[config.mk]
export PLATFORM = sky130hd
export DESIGN_NAME = mmm_seq_ctrl
export DESIGN_NICKNAME = d
export VERILOG_FILES = /design/src/rtl/mmm_seq_ctrl.sv
export SDC_FILE = /design/constraint.sdc
export NUM_CORES = 1
export LEC_CHECK = 0
export BUFFER_PORTS_ARGS = -buffer_cell sky130_fd_sc_hd__buf_2
export CAP_MARGIN = 10
export CORE_MARGIN = 2
export CORE_UTILIZATION = 49
export DETAILED_ROUTE_END_ITERATION = 10
export PLACE_DENSITY_LB_ADDON = 0.1
export RECOVER_POWER = 25
export SLEW_MARGIN = 20
export SYNTH_ARGS = -nofsm -noshare
export SYNTH_HDL_FRONTEND = slang
export SYNTH_SLANG_ARGS = --single-unit
export TNS_END_PERCENT = 5
[constraint.sdc]
create_clock -name clk -period 7.5 [get_ports clk]
set_input_delay 2.25 -clock clk [delete_from_list [all_inputs] [get_ports clk]]
set_output_delay 2.25 -clock clk [all_outputs]
set_load 0.02 [all_outputs]
[src/rtl/mmm_seq_ctrl.sv]
// Iteration-loop sequencer for a radix-2 carry-save Montgomery multiplier datapath.
// Walks IDLE -> LOAD -> RUN (single/double steps) -> CONV -> DONE.
module mmm_seq_ctrl #(
    parameter int WIDTH    = 4,
    parameter int ITER     = WIDTH + 2,
    parameter int CONV_CYC = 1,
    parameter int IW       = $clog2(ITER + 1)
) (
    input  logic          clk,
    input  logic          rst_n,
    input  logic          start,
    input  logic          skip_in,
    output logic          busy,
    output logic          load,
    output logic          step_en,
    output logic          step_dbl,
    output logic [IW-1:0] idx,
    output logic          cnv_en,
    output logic          done,
    output logic [IW-1:0] run_cycles
);

    typedef enum logic [2:0] {
        S_IDLE,
        S_LOAD,
        S_RUN,
        S_CONV,
        S_DONE
    } state_t;

    localparam logic [IW:0] ITER_L    = (IW + 1)'(ITER);
    localparam logic [IW:0] ITER_M2_L = (IW + 1)'(ITER - 2);
    localparam logic [3:0]  CC_LAST   = 4'(CONV_CYC - 1);

    state_t        state_reg, state_next;
    logic [IW-1:0] idx_reg, idx_next;
    logic [IW-1:0] rc_reg, rc_next;
    logic [3:0]    cc_reg, cc_next;
    logic          dbl_w;
    logic [IW:0]   idx_sum;

    // Double steps are refused at the last index so idx can exceed ITER-1 by at most one.
    assign dbl_w   = (state_reg == S_RUN) && skip_in && ({1'b0, idx_reg} <= ITER_M2_L);
    assign idx_sum = {1'b0, idx_reg} + (dbl_w ? (IW + 1)'(2) : (IW + 1)'(1));

    always_ff @(posedge clk or negedge rst_n) begin
        if (!rst_n) begin
            state_reg <= S_IDLE;
            idx_reg   <= '0;
            rc_reg    <= '0;
            cc_reg    <= '0;
        end else begin
            state_reg <= state_next;
            idx_reg   <= idx_next;
            rc_reg    <= rc_next;
            cc_reg    <= cc_next;
        end
    end

    always_comb begin
        state_next = state_reg;
        idx_next   = idx_reg;
        rc_next    = rc_reg;
        cc_next    = cc_reg;
        unique case (state_reg)
            S_IDLE: begin
                if (start) begin
                    state_next = S_LOAD;
                    idx_next   = '0;
                    rc_next    = '0;
                end
            end
            S_LOAD: begin
                state_next = S_RUN;
                idx_next   = '0;
                rc_next    = '0;
            end
            S_RUN: begin
                idx_next = idx_sum[IW-1:0];
                rc_next  = rc_reg + IW'(1);
                if (idx_sum >= ITER_L) begin
                    state_next = S_CONV;
                    cc_next    = '0;
                end
            end
            S_CONV: begin
                if (cc_reg == CC_LAST) begin
                    state_next = S_DONE;
                end else begin
                    cc_next = cc_reg + 4'd1;
                end
            end
            S_DONE: begin
                // idx returns to 0 so IDLE presents an all-zero index.
                state_next = S_IDLE;
                idx_next   = '0;
            end
            default: state_next = S_IDLE;
        endcase
    end

    always_comb begin
        busy       = 1'b0;
        load       = 1'b0;
        step_en    = 1'b0;
        cnv_en     = 1'b0;
        done       = 1'b0;
        step_dbl   = dbl_w;
        idx        = idx_reg;
        run_cycles = rc_reg;
        unique case (state_reg)
            S_LOAD: begin
                busy = 1'b1;
                load = 1'b1;
            end
            S_RUN: begin
                busy    = 1'b1;
                step_en = 1'b1;
            end
            S_CONV: begin
                busy   = 1'b1;
                cnv_en = 1'b1;
            end
            S_DONE:  done = 1'b1;
            default: ;
        endcase
    end

endmodule
==> flow_summary.toml <==
[run_status]
status = "finished, final reports clean"

[detailed_routing]
dr.pass1.iters = 4
vias = 654
post_drt_wl_per_cell_um = 13.95
drt-initial-drc-count = 14
route.detailed.drc = 0
viasPerCell = 5.638
ant_nets = 0
wl_um = 1618

[placed_design]
place_area_um2 = 882.1
hpwlAfterDp_um = 1229
post-place-ws_ns = 2.521
io_buffers = 15
gp_congestion = 0.7663

[sta]
finalSetupViolCount = 0
finalClockSkew_ns = 0.002785
worstMarginPinSlew_ns = 0.7122
fin_tns_setup_ns = 0
worst_slack_ns = 2.528
fin_crit_ns = 4.972
rsz0062_at_grt = "false"
fmax_mhz = 201.1
relSlewSlack = 0.5252
maxSlewViolCount = 0
hold_viol = 0
min_period_over_period = 0.6629

[yosys]
yosysSeqAreaShare = 0.3976
syn-instance-count = 86
ys_seq_elements = 13
ys.flop_type = "dfrtp_1"
ys_top_cells_by_area = "dfrtp_1 (40%), ha_1 (7.6%), o21ai_0 (6.1%)"
syn-cell-area_um2 = 818.3
synth.avg_cell_area_um2 = 9.515
synth_top_area_share = 0.3976
yosysTopAreaCell = "dfrtp_1"
ys_types = 35
synth-async-reset-ratio = 1.000
yosys_warnings = 0
synth-edff-count = 0
syn-num-nets = 96

[finish]
n_antenna_cell = 0
largest_reg_flops = 4
final_nets = 111
drive_above_1_share = 0.2100
utilization = 0.5885
fin_area_um2 = 907.1
syn2layout_area_growth_pct = 10.86
mostFrequentLayoutCells = "buf_2 (14), dfrtp_1 (13), o21ai_0 (10)"
final_common_cell = "buf_2"

[global_route]
grt_max_degree = 15
overflow = 0
grtUsageTotal = 0.1881
grt_pass1_wl_um = 2704
grt_pass1_vias = 584
antenna_found_initial = 0

[clock_network]
clk_path_buf_depth = 2
clk_pin_slew_ns = 0.08
hold_buffers = 0
cts_tree = "built"
cts_max_level = 1
cts-resized-gates = 0
cts.sinks = 13
cts-buffers-inserted = 3
cts_root_buffer = "clkbuf_4"
clock_latency_ns = 0.27
post_cts_buffers = 0

[floorplan]
die_x_um = 44.87
initial_core_util = 0.5308
core_mm2 = 0.001541
row_count = 14
die_area_mm2 = 0.002013
die_height_um = 44.87
ios = 16

[setup_path]
cp_top_family = "buffers and inverters"
crit_chain = "buf_2, nand3_1, inv_1, buf_2"
crit_path_frequent_cell = "buf_2"
crit_required_ns = 5.25
rrSetupSlack_ns = 4.66
cp-start-kind = "input port"
max_stage_delay_ns = 0.18
crit_type = "input port to output pin"
crit_path_end_kind = "output pin"
worstPathMaxFanout = 3
cp_num_cells = 4
crit_buf_inv = 3
cp.arrival_ns = 2.72
reg2regPathDepth = 9
crit_slowest_cell = "buf_2"

[pwr]
p_switching_mw = 0.1958
total_power_mw = 0.4207
internal_power_mw = 0.2249
p_leak_nw = 0.4419
pwr-share-clk = 0.104
power_switching_share = 0.4654
seq_power_share = 0.335
p_per_area_mw_per_mm2 = 463.8
combPwrFrac = 0.561
ir_drop_uv = 230.2

[hold_path]
min-delay-path-class = "register to register"
hold_path_depth = 2

[job]
cap_viol_max_count = 0
[cell usage after synthesis (all sizes together) (2+ instances only)]
cell	instances
nor2b	3
inv	6
a21boi	3
ha	5
and2	3
nor3	3
a22oi	2
a21oi	4
clkbuf	2
o31ai	2
buf	3
dfrtp	13
or3	2
nor2	4
nand2	7
nor4bb	2
o21ai	10
[path summary, 6_finish.rpt]
check,start,endpoint
worst min-delay path,run_cycles[0]$_DFFE_PN0P_,run_cycles[0]$_DFFE_PN0P_
max in group asynchronous,rst_n,state_reg[2]$_DFFE_PN0P_
worst min register to register,run_cycles[0]$_DFFE_PN0P_,run_cycles[0]$_DFFE_PN0P_
min in group asynchronous,rst_n,state_reg[0]$_DFFE_PN0P_
worst max register to register,state_reg[1]$_DFFE_PN0P_,state_reg[0]$_DFFE_PN0P_
worst max-delay path,skip_in,step_dbl
[metrics by stage]
step	hold slack, ns	std cells
after floorplan	0.5055	86
after global placement	0.5323	112
after detailed placement	0.5554	112
after CTS	0.5725	116
after global routing	0.6006	116
final	0.5706	116
[power by group through the flow]
stage	combinational [mW]	clock (mW)	sequential, mW
after floorplan	0.184	0	0.141
after global placement	0.229	0	0.141
after detailed placement	0.237	0	0.143
after CTS	0.238	0.0451	0.141
after global routing	0.264	0.0483	0.148
final	0.236	0.0439	0.141
[layout make-up]
| type | count | area, um^2 |
|---|---|---|
| Inverter | 6 | 22.52 |
| Fill cell | 158 | 634.4 |
| Sequential cell | 13 | 325.3 |
| Multi-Input combinational cell | 62 | 439.2 |
| Tap cell | 16 | 20.02 |
| Timing Repair Buffer | 15 | 73.82 |
| Clock buffer | 4 | 26.28 |
[worst register-to-register path, stage by stage (launching register included)]
cell      delay (ns)
dfrtp_1         0.57
nor2b_4         0.28
and2_4          0.19
nand3_1         0.10
ha_1            0.23
fa_1            0.48
nor4bb_1        0.15
a21oi_1         0.23
a21boi_4        0.12
or3_1           0.38
[routing by layer]
layer / track usage / up-vias / routed length [um]
li1: - / 336 / -
met1: 0.2481 / 307 / 761
met2: 0.2986 / 9 / 796
met3: 0.03600 / 2 / 40
met4: 0.08824 / 0 / 20
met5: 0 / - / 0
[cell families (layout without fill, tap and decap cells)]
group,Yosys count,count (layout),synth area share
AO/OA/AOI/OAI,25,25,0.2049
XOR/XNOR,1,1,0.01071
adder cells (fa/ha/maj),6,6,0.1009
buffers and inverters,11,25,0.06575
flip-flops,13,13,0.3976
AND/OR/NAND/NOR,30,30,0.2202
Note: power is estimated with default switching activity, not from simulation.
